`config.mk`:
```
export PLATFORM = sky130hd
export DESIGN_NAME = expr_frame_ctrl
export DESIGN_NICKNAME = d
export VERILOG_FILES = /design/src/rtl/expr_pkg.sv /design/src/rtl/expr_char_class.sv /design/src/rtl/expr_frame_ctrl.sv
export SDC_FILE = /design/constraint.sdc
export NUM_CORES = 1
export LEC_CHECK = 0
export CORE_MARGIN = 5
export CORE_UTILIZATION = 43
export CTS_CLUSTER_SIZE = 12
export DETAILED_ROUTE_END_ITERATION = 16
export PLACE_DENSITY = 0.77
export SETUP_SLACK_MARGIN = 0.4
export SYNTH_ARGS = -nofsm -noshare
export SYNTH_HDL_FRONTEND = slang
export SYNTH_SLANG_ARGS = --single-unit
```
`constraint.sdc`:
```
create_clock -name clk -period 2.2 [get_ports clk]
set_input_delay 0.44 -clock clk [delete_from_list [all_inputs] [get_ports clk]]
set_output_delay 0.44 -clock clk [all_outputs]
set_load 0.02 [all_outputs]
```
`src/rtl/expr_pkg.sv`:
```
// Shared constants, state encoding and character classes for the expression
// frame controller.
package expr_pkg;

  localparam logic [7:0] CH_ZERO = 8'd48;
  localparam logic [7:0] CH_NINE = 8'd57;
  localparam logic [7:0] CH_PLUS = 8'd43;
  localparam logic [7:0] CH_MUL  = 8'd42;
  localparam logic [7:0] CH_TERM = 8'd59;

  typedef enum logic [1:0] {
    S_START = 2'd0,
    S_NUM   = 2'd1,
    S_OP    = 2'd2,
    S_ERR   = 2'd3
  } expr_state_t;

  typedef enum logic [1:0] {
    DIGIT = 2'd0,
    OP    = 2'd1,
    TERM  = 2'd2,
    OTHER = 2'd3
  } char_class_t;

  // Grammar step for non-terminator characters: digit ((+|*) digit)*
  function automatic expr_state_t next_state(input expr_state_t s, input char_class_t c);
    expr_state_t n;
    n = S_ERR;
    if (c == DIGIT && (s == S_START || s == S_OP)) n = S_NUM;
    else if (c == OP && s == S_NUM) n = S_OP;
    return n;
  endfunction

endpackage

```
`src/rtl/expr_char_class.sv`:
```
// Combinational ASCII classifier: digit, operator, terminator or anything else.
module expr_char_class
  import expr_pkg::*;
(
  input  logic [7:0]  ch,
  output char_class_t cls
);

  always_comb begin
    cls = OTHER;
    if (ch >= CH_ZERO && ch <= CH_NINE) cls = DIGIT;
    else if (ch == CH_PLUS || ch == CH_MUL) cls = OP;
    else if (ch == CH_TERM) cls = TERM;
  end

endmodule

```
`src/rtl/expr_frame_ctrl.sv`:
```
// Splits a ';'-terminated byte stream into frames, checks each against the
// expression grammar and emits one verdict per frame with saturating tallies.
module expr_frame_ctrl
  import expr_pkg::*;
#(
  parameter int MAX_LEN = 16,
  parameter int LEN_W   = 5,
  parameter int CNT_W   = 8
) (
  input  logic             clk,
  input  logic             clr,
  input  logic             in_valid,
  output logic             in_ready,
  input  logic [7:0]       in_data,
  output logic             res_valid,
  input  logic             res_ready,
  output logic             res_legal,
  output logic [LEN_W-1:0] res_len,
  output logic [CNT_W-1:0] pass_cnt,
  output logic [CNT_W-1:0] fail_cnt,
  output logic             busy
);

  // Handshakes: a transfer happens on a rising edge where valid && ready.
  // in_valid/in_data must be held until accepted; res_* stay stable until
  // taken. in_ready is derived only from the res_valid register, so one
  // result is buffered and the input stalls while it is outstanding.

  expr_state_t      state;
  char_class_t      cls;
  logic [LEN_W-1:0] len_q;
  logic             accept;
  logic             frame_ok;

  expr_char_class u_class (
    .ch  (in_data),
    .cls (cls)
  );

  assign in_ready = ~res_valid;
  assign accept   = in_valid & in_ready;
  assign frame_ok = (state == S_NUM) && (len_q <= LEN_W'(MAX_LEN));

  always_ff @(posedge clk) begin
    if (clr) begin
      state     <= S_START;
      len_q     <= '0;
      res_valid <= 1'b0;
      res_legal <= 1'b0;
      res_len   <= '0;
      pass_cnt  <= '0;
      fail_cnt  <= '0;
      busy      <= 1'b0;
    end else begin
      if (res_valid && res_ready) res_valid <= 1'b0;

      // accept implies res_valid is low, so it never collides with the clear above
      if (accept) begin
        if (cls == TERM) begin
          res_valid <= 1'b1;
          res_len   <= len_q;
          res_legal <= frame_ok;
          if (frame_ok) begin
            if (pass_cnt != '1) pass_cnt <= pass_cnt + 1'b1;
          end else begin
            if (fail_cnt != '1) fail_cnt <= fail_cnt + 1'b1;
          end
          state <= S_START;
          len_q <= '0;
          busy  <= 1'b0;
        end else begin
          state <= next_state(state, cls);
          busy  <= 1'b1;
          if (len_q != '1) len_q <= len_q + 1'b1;
        end
      end
    end
  end

endmodule

```
==> Word-level counts from Yosys, hierarchy flattened <==
Cells that the tools add are included.
Widths: inputs -> output; s select.
{ "totals": {"latchBits": 0, "n_memories": 0, "rom_bits": 0, "output_inout_bits": 25, "reg_bits": 31, "word_cells": 53, "mem_bits_rw": 0, "input_bits": 12} }
{ "classes": {"n_addsub": 3, "n_eq_ne": 10, "div_mod_pow": 0, "reduce_logical": 14, "multipliers": 0, "magnitude_cmp": 3, "mux": 12, "shifts": 0, "bitwise_logic": 3} }
{ "op_table": {"columns": ["cell", "count"], "rows": [
  ["$eq 8x6->1 const B", 3],
  ["$add 8x1->8 const B", 2],
  ["$ne 8x8->1 const B", 2],
  ["$mux 5", 2],
  ["$ge 8x6->1 const B", 1],
  ["$le 8x6->1 const B", 1],
  ["$mux 2", 4],
  ["$reduce_and 4->1", 2],
  ["$mux 1", 6],
  ["$add 5x1->5 const B", 1],
  ["$le 5x5->1 const B", 1],
  ["$logic_and 1x1->1", 5],
  ["$ne 5x5->1 const B", 1],
  ["$eq 2x1->1 const B", 2],
  ["$eq 2x2->1 const B", 2],
  ["$logic_not 2->1", 2],
  ["$reduce_and 2->1", 2],
  ["$logic_or 1x1->1", 2],
  ["$not 1->1", 2],
  ["$reduce_bool 2->1", 1],
  ["$and 1x1->1", 1]
]} }

==> Depth between registers and ports, before layout <==
{ "depth": {"word_depth": 9, "ltp_mapped": 8, "ltp_nobuf": 7} }

==> Hierarchy <==
A second synthesis with hierarchy kept.
{ "unflattened": {"cells_unflattened": 190, "hier_area_um2": 1569.0} }
{ "modules_own_cells": {"columns": ["mod", "seq_area_each_um2", "n_inst", "area_per_inst_um2", "cells_each"], "rows": [
  ["expr_frame_ctrl", 620.6, 1, 1516.5, 181],
  ["expr_char_class", 0.0, 1, 52.6, 9]
]} }

==> Worst setup path after synthesis <==
OpenSTA, ideal clock, no wires.
{ "synth_path": {"kind": "register to register", "start": "register len_q[0]", "end": "register pass_cnt[6]", "required_ns": 2.129, "period_less_slack_ns": 2.158, "setup_time_ns": 0.071, "path_buffers": 1, "stages_incl_launch_ff": 9, "path_slack_ns": 0.042, "t_arrival_ns": 2.087, "path_cell_list": "dfxtp_1 inv_1 ha_1 or3b_1 a21o_1 or3_1 buf_2 or4_1 a21oi_1"} }
{ "synth_between": {"elab_chain_len": 3} }
{ "synth_lines": {"columns": ["item", "line_no", "rtl"], "rows": [
  ["start: declaration", "expr_frame_ctrl.sv:31", "logic [LEN_W-1:0] len_q;"],
  ["start signal: assignment", "expr_frame_ctrl.sv:74", "if (len_q != '1) len_q <= len_q + 1'b1;"],
  ["$le 5x5->1", "expr_frame_ctrl.sv:42", "assign frame_ok = (state == S_NUM) && (len_q <= LEN_W'(MAX_LEN));"],
  ["$logic_and 1x1->1", "expr_frame_ctrl.sv:42", null],
  ["$reduce_and 4->1 (no source line)", null, null],
  ["end signal: assignment", "expr_frame_ctrl.sv:64", "if (pass_cnt != '1) pass_cnt <= pass_cnt + 1'b1;"],
  ["end: declaration", "expr_frame_ctrl.sv:19", "output logic [CNT_W-1:0] pass_cnt,"]
]} }
No other way between the ends.
A chain may end at the register's enable or synchronous reset.

==> Worst setup path in the final report <==
{ "layout_path": {"start": "register len_q[0]", "end": "register pass_cnt[5]"} }
Same word-level chain as after synthesis.

==> results by group <==
Clock network
  – Sink Count: 31
  – Root Driver: clkbuf_4
  – CTS tree: yes
  – Clk buf depth: 2
  – Hold_buf cts: 0
  – H-tree levels: 2
  – Latest clock arrival within the worst-skew pair: 0.34 ns
  – Clock buffer count from CTS: 5
  – Clock transition at path regs: 0.09 ns

Global route
  – Total GRT Usage: between 10% and 20%
  – First-pass GRT wire length: 6150 microns
  – Initial antenna violation count: 0
  – GRT overflow: 0
  – Vias in the first global route: 1426
  – Largest net degree at the start of global routing: 18

Synth
  – Sequential area share after synthesis: 42.2%
  – Mapped Cells: 171
  – Yosys warnings: 0
  – Area of the mapped netlist: ~0.0015 sq mm
  – Syn_nets: 188
  – Yosys cell types: 37
  – Synthesis-stage register bit count: 31
  – Syn Area/Cell: 8.60 sq um

STA
  – Max-slew violation count: 0
  – Final critical-path share of the clock period: between 90% and 100%
  – Final setup fails: 0
  – Unrepaired setup endpoints after global routing: yes
  – Clk_skew: 0.0152 ns
  – Max Fclk: 488 MHz
  – Relative slew slack: 76.6%
  – Final min period: 2.05 ns
  – Worst Max-Slew Pin Slew: 0.348 ns
  – Final hold viol count: 0

Critical path
  – Buf+Inv Stages, Crit Path: 1
  – Worst EP required: roughly 2.5 ns
  – Cell with the largest stage delay on the worst path: or4_1
  – CP Max Fanout: 4
  – CP top delay family: simple AND/OR/NAND/NOR gates
  – CP Cell Sequence: inv_2 -> ha_1 -> or3b_4 -> a21o_1 -> or3_4 -> or4_1 -> a21oi_1
  – Crit-path max cell delay: 0.41 ns
  – Worst setup EP type: flip-flop
  – Crit start category: flip-flop
  – WP data arrival: 2.33 ns
  – Kind of critical path: flip-flop to flip-flop

Placed design
  – Placer Congestion: around 0.90
  – Port bufs: 36
  – Detail Placement HPWL: approximately 2600 microns

Floorplanning
  – Die ar.: roughly 0.0047 sq mm
  – Die Span Y: 68.5 microns
  – Die width: 68.5 microns
  – Core ar.: 0.00331 sq mm
  – Initial Utilization: around 44%
  – # IOs: 37
  – Row cnt: 21

Layout
  – Synth-to-layout area growth: 51.0%
  – Layout cells sized above 1: 24.1%
  – Final Util: 67.0%
  – Antenna cells: 0
  – Final net count: 246
  – Commonest non-fill, non-tap cells in the layout: dfxtp_1 (28), nor2_1 (23), dlygate4sd2_1 (20)
  – Commonest non-fill, non-tap cell in the layout: dfxtp_1

Drt
  – DR vias/cell: 5.44
  – Average routed wire per standard cell: approximately 15 microns
  – DRC: 0
  – First-pass detailed-route iteration total: 4
  – Routed Antenna Nets: 0
  – DR vias: approximately 1500
  – Final WL: 4060 microns
  – Initial DRC Count: 124

Power and ir drop
  – Pleak: 0.000964 uW
  – Total Power: a little under 1000 uW
  – PwrDens: about 440 mW/mm^2
  – Peak VDD IR: 0.000263 V

Flow run
  – # Max-Cap Violations: 0

Hold path
  – Worst min path class: flip-flop to flip-flop

Outcome
  – Outcome: complete, no violations
[layer usage]
metal	up-vias	track usage, %	wire length, microns
li1	719	-	-
met1	711	19.5	1650
met2	58	31.6	2150
met3	2	4.93	232
met4	0	7.94	21
met5	-	0	0
[synthesized netlist by cell type]
cell,instances,area (sq um)
dfxtp_1,31,621
nor2_1,24,90.1
nand2_1,17,63.8
a21oi_1,11,55.1
xnor2_1,9,78.8
clkbuf_1,7,26.3
nor4_1,7,43.8
and4_1,5,43.8
ha_1,5,62.6
nand3_1,5,25.0
nor3_1,5,25.0
inv_1,4,15.0
a311oi_1,3,26.3
nand2b_1,3,18.8
nand4_1,3,18.8
nor2b_1,3,18.8
xor2_1,3,26.3
a22oi_1,2,15.0
mux2_2,2,22.5
mux2i_1,2,20.0
o21ai_0,2,10.0
o31ai_1,2,15.0
or4_1,2,15.0
a21boi_0,1,7.51
a21o_1,1,7.51
and3_1,1,6.26
and3_2,1,7.51
and3b_1,1,8.76
and4bb_2,1,12.5
buf_1,1,3.75
buf_2,1,5.00
nand4_2,1,12.5
nor4b_1,1,8.76
o31a_1,1,8.76
or3_1,1,6.26
or3b_1,1,8.76
or4b_2,1,10.0
[layout make-up]
cell class	instances	area, sq um
fillers	273	1090
inverters	4	15.0
well taps	46	57.6
multi-input cells	127	928
clock buffers	6	41.3
repair buffers	60	553
flip-flops and latches	31	624
[through the flow]
stage / std cells / setup TNS (ns) / area [sq um] / setup slack, ns / hold WS, ns
2_1_floorplan: 171 / 0 / 1490 / 0.141 / 0.462
3_3_place_gp: 258 / -0.402 / 1970 / -0.122 / 0.448
3_5_place_dp: 258 / -0.832 / 1970 / -0.182 / 0.454
4_1_cts: 272 / 0 / 2100 / 0.174 / 0.466
5_1_grt: 274 / 0 / 2220 / 0.0964 / 0.494
6_report: 274 / 0 / 2220 / 0.151 / 0.460
[cell families after synthesis]
logic type	Yosys count	share of synthesized area (%)
xor gates and xnor gates	12	7.15
adders and majority gates	5	4.26
buffers and inverters	13	3.40
AOI/OAI and AO/OA	23	9.87
DFF	31	42.2
and+or+nand+nor	83	30.2
muxes	4	2.89
[worst reg2reg max path: stages (launching register included)]
cell and delay (ns):
dfxtp_2 0.33, inv_2 0.05, ha_1 0.12, or3b_4 0.38
a21o_1 0.20, or3_4 0.36, or4_1 0.41, a21oi_1 0.13
[final timing paths]
kind	end	slack (ns)	start	cells after the start
setup reg to reg	pass_cnt[5]	0.15	len_q[0]	7
hold reg to reg	res_len[3]	0.46	res_len[3]	2
hold / removal	res_len[3]	0.46	res_len[3]	2
setup / recovery	pass_cnt[5]	0.15	len_q[0]	7
[power by group]
group	internal, uW	switching [uW]
Combinational	57.2	55.1
Clock	113	186
Sequential	568	4.52
Total	739	245
[flip-flops by register name, indices dropped and copies added (netlist names)]
| signal | cells |
|---|---|
| busy | 1 |
| state | 2 |
| res_len | 5 |
| len_q | 5 |
| res_valid | 1 |
| fail_cnt | 8 |
| pass_cnt | 8 |
| res_legal | 1 |
[repair_timing]
item / 4_1_cts / 5_1_grt
gates resized for setup: 34 / 24
pin swaps: 5 / 10
setup buffers: 8 / 2
endpoints found under the setup margin: 28 / 27
Power figures use the tool's default switching activity.
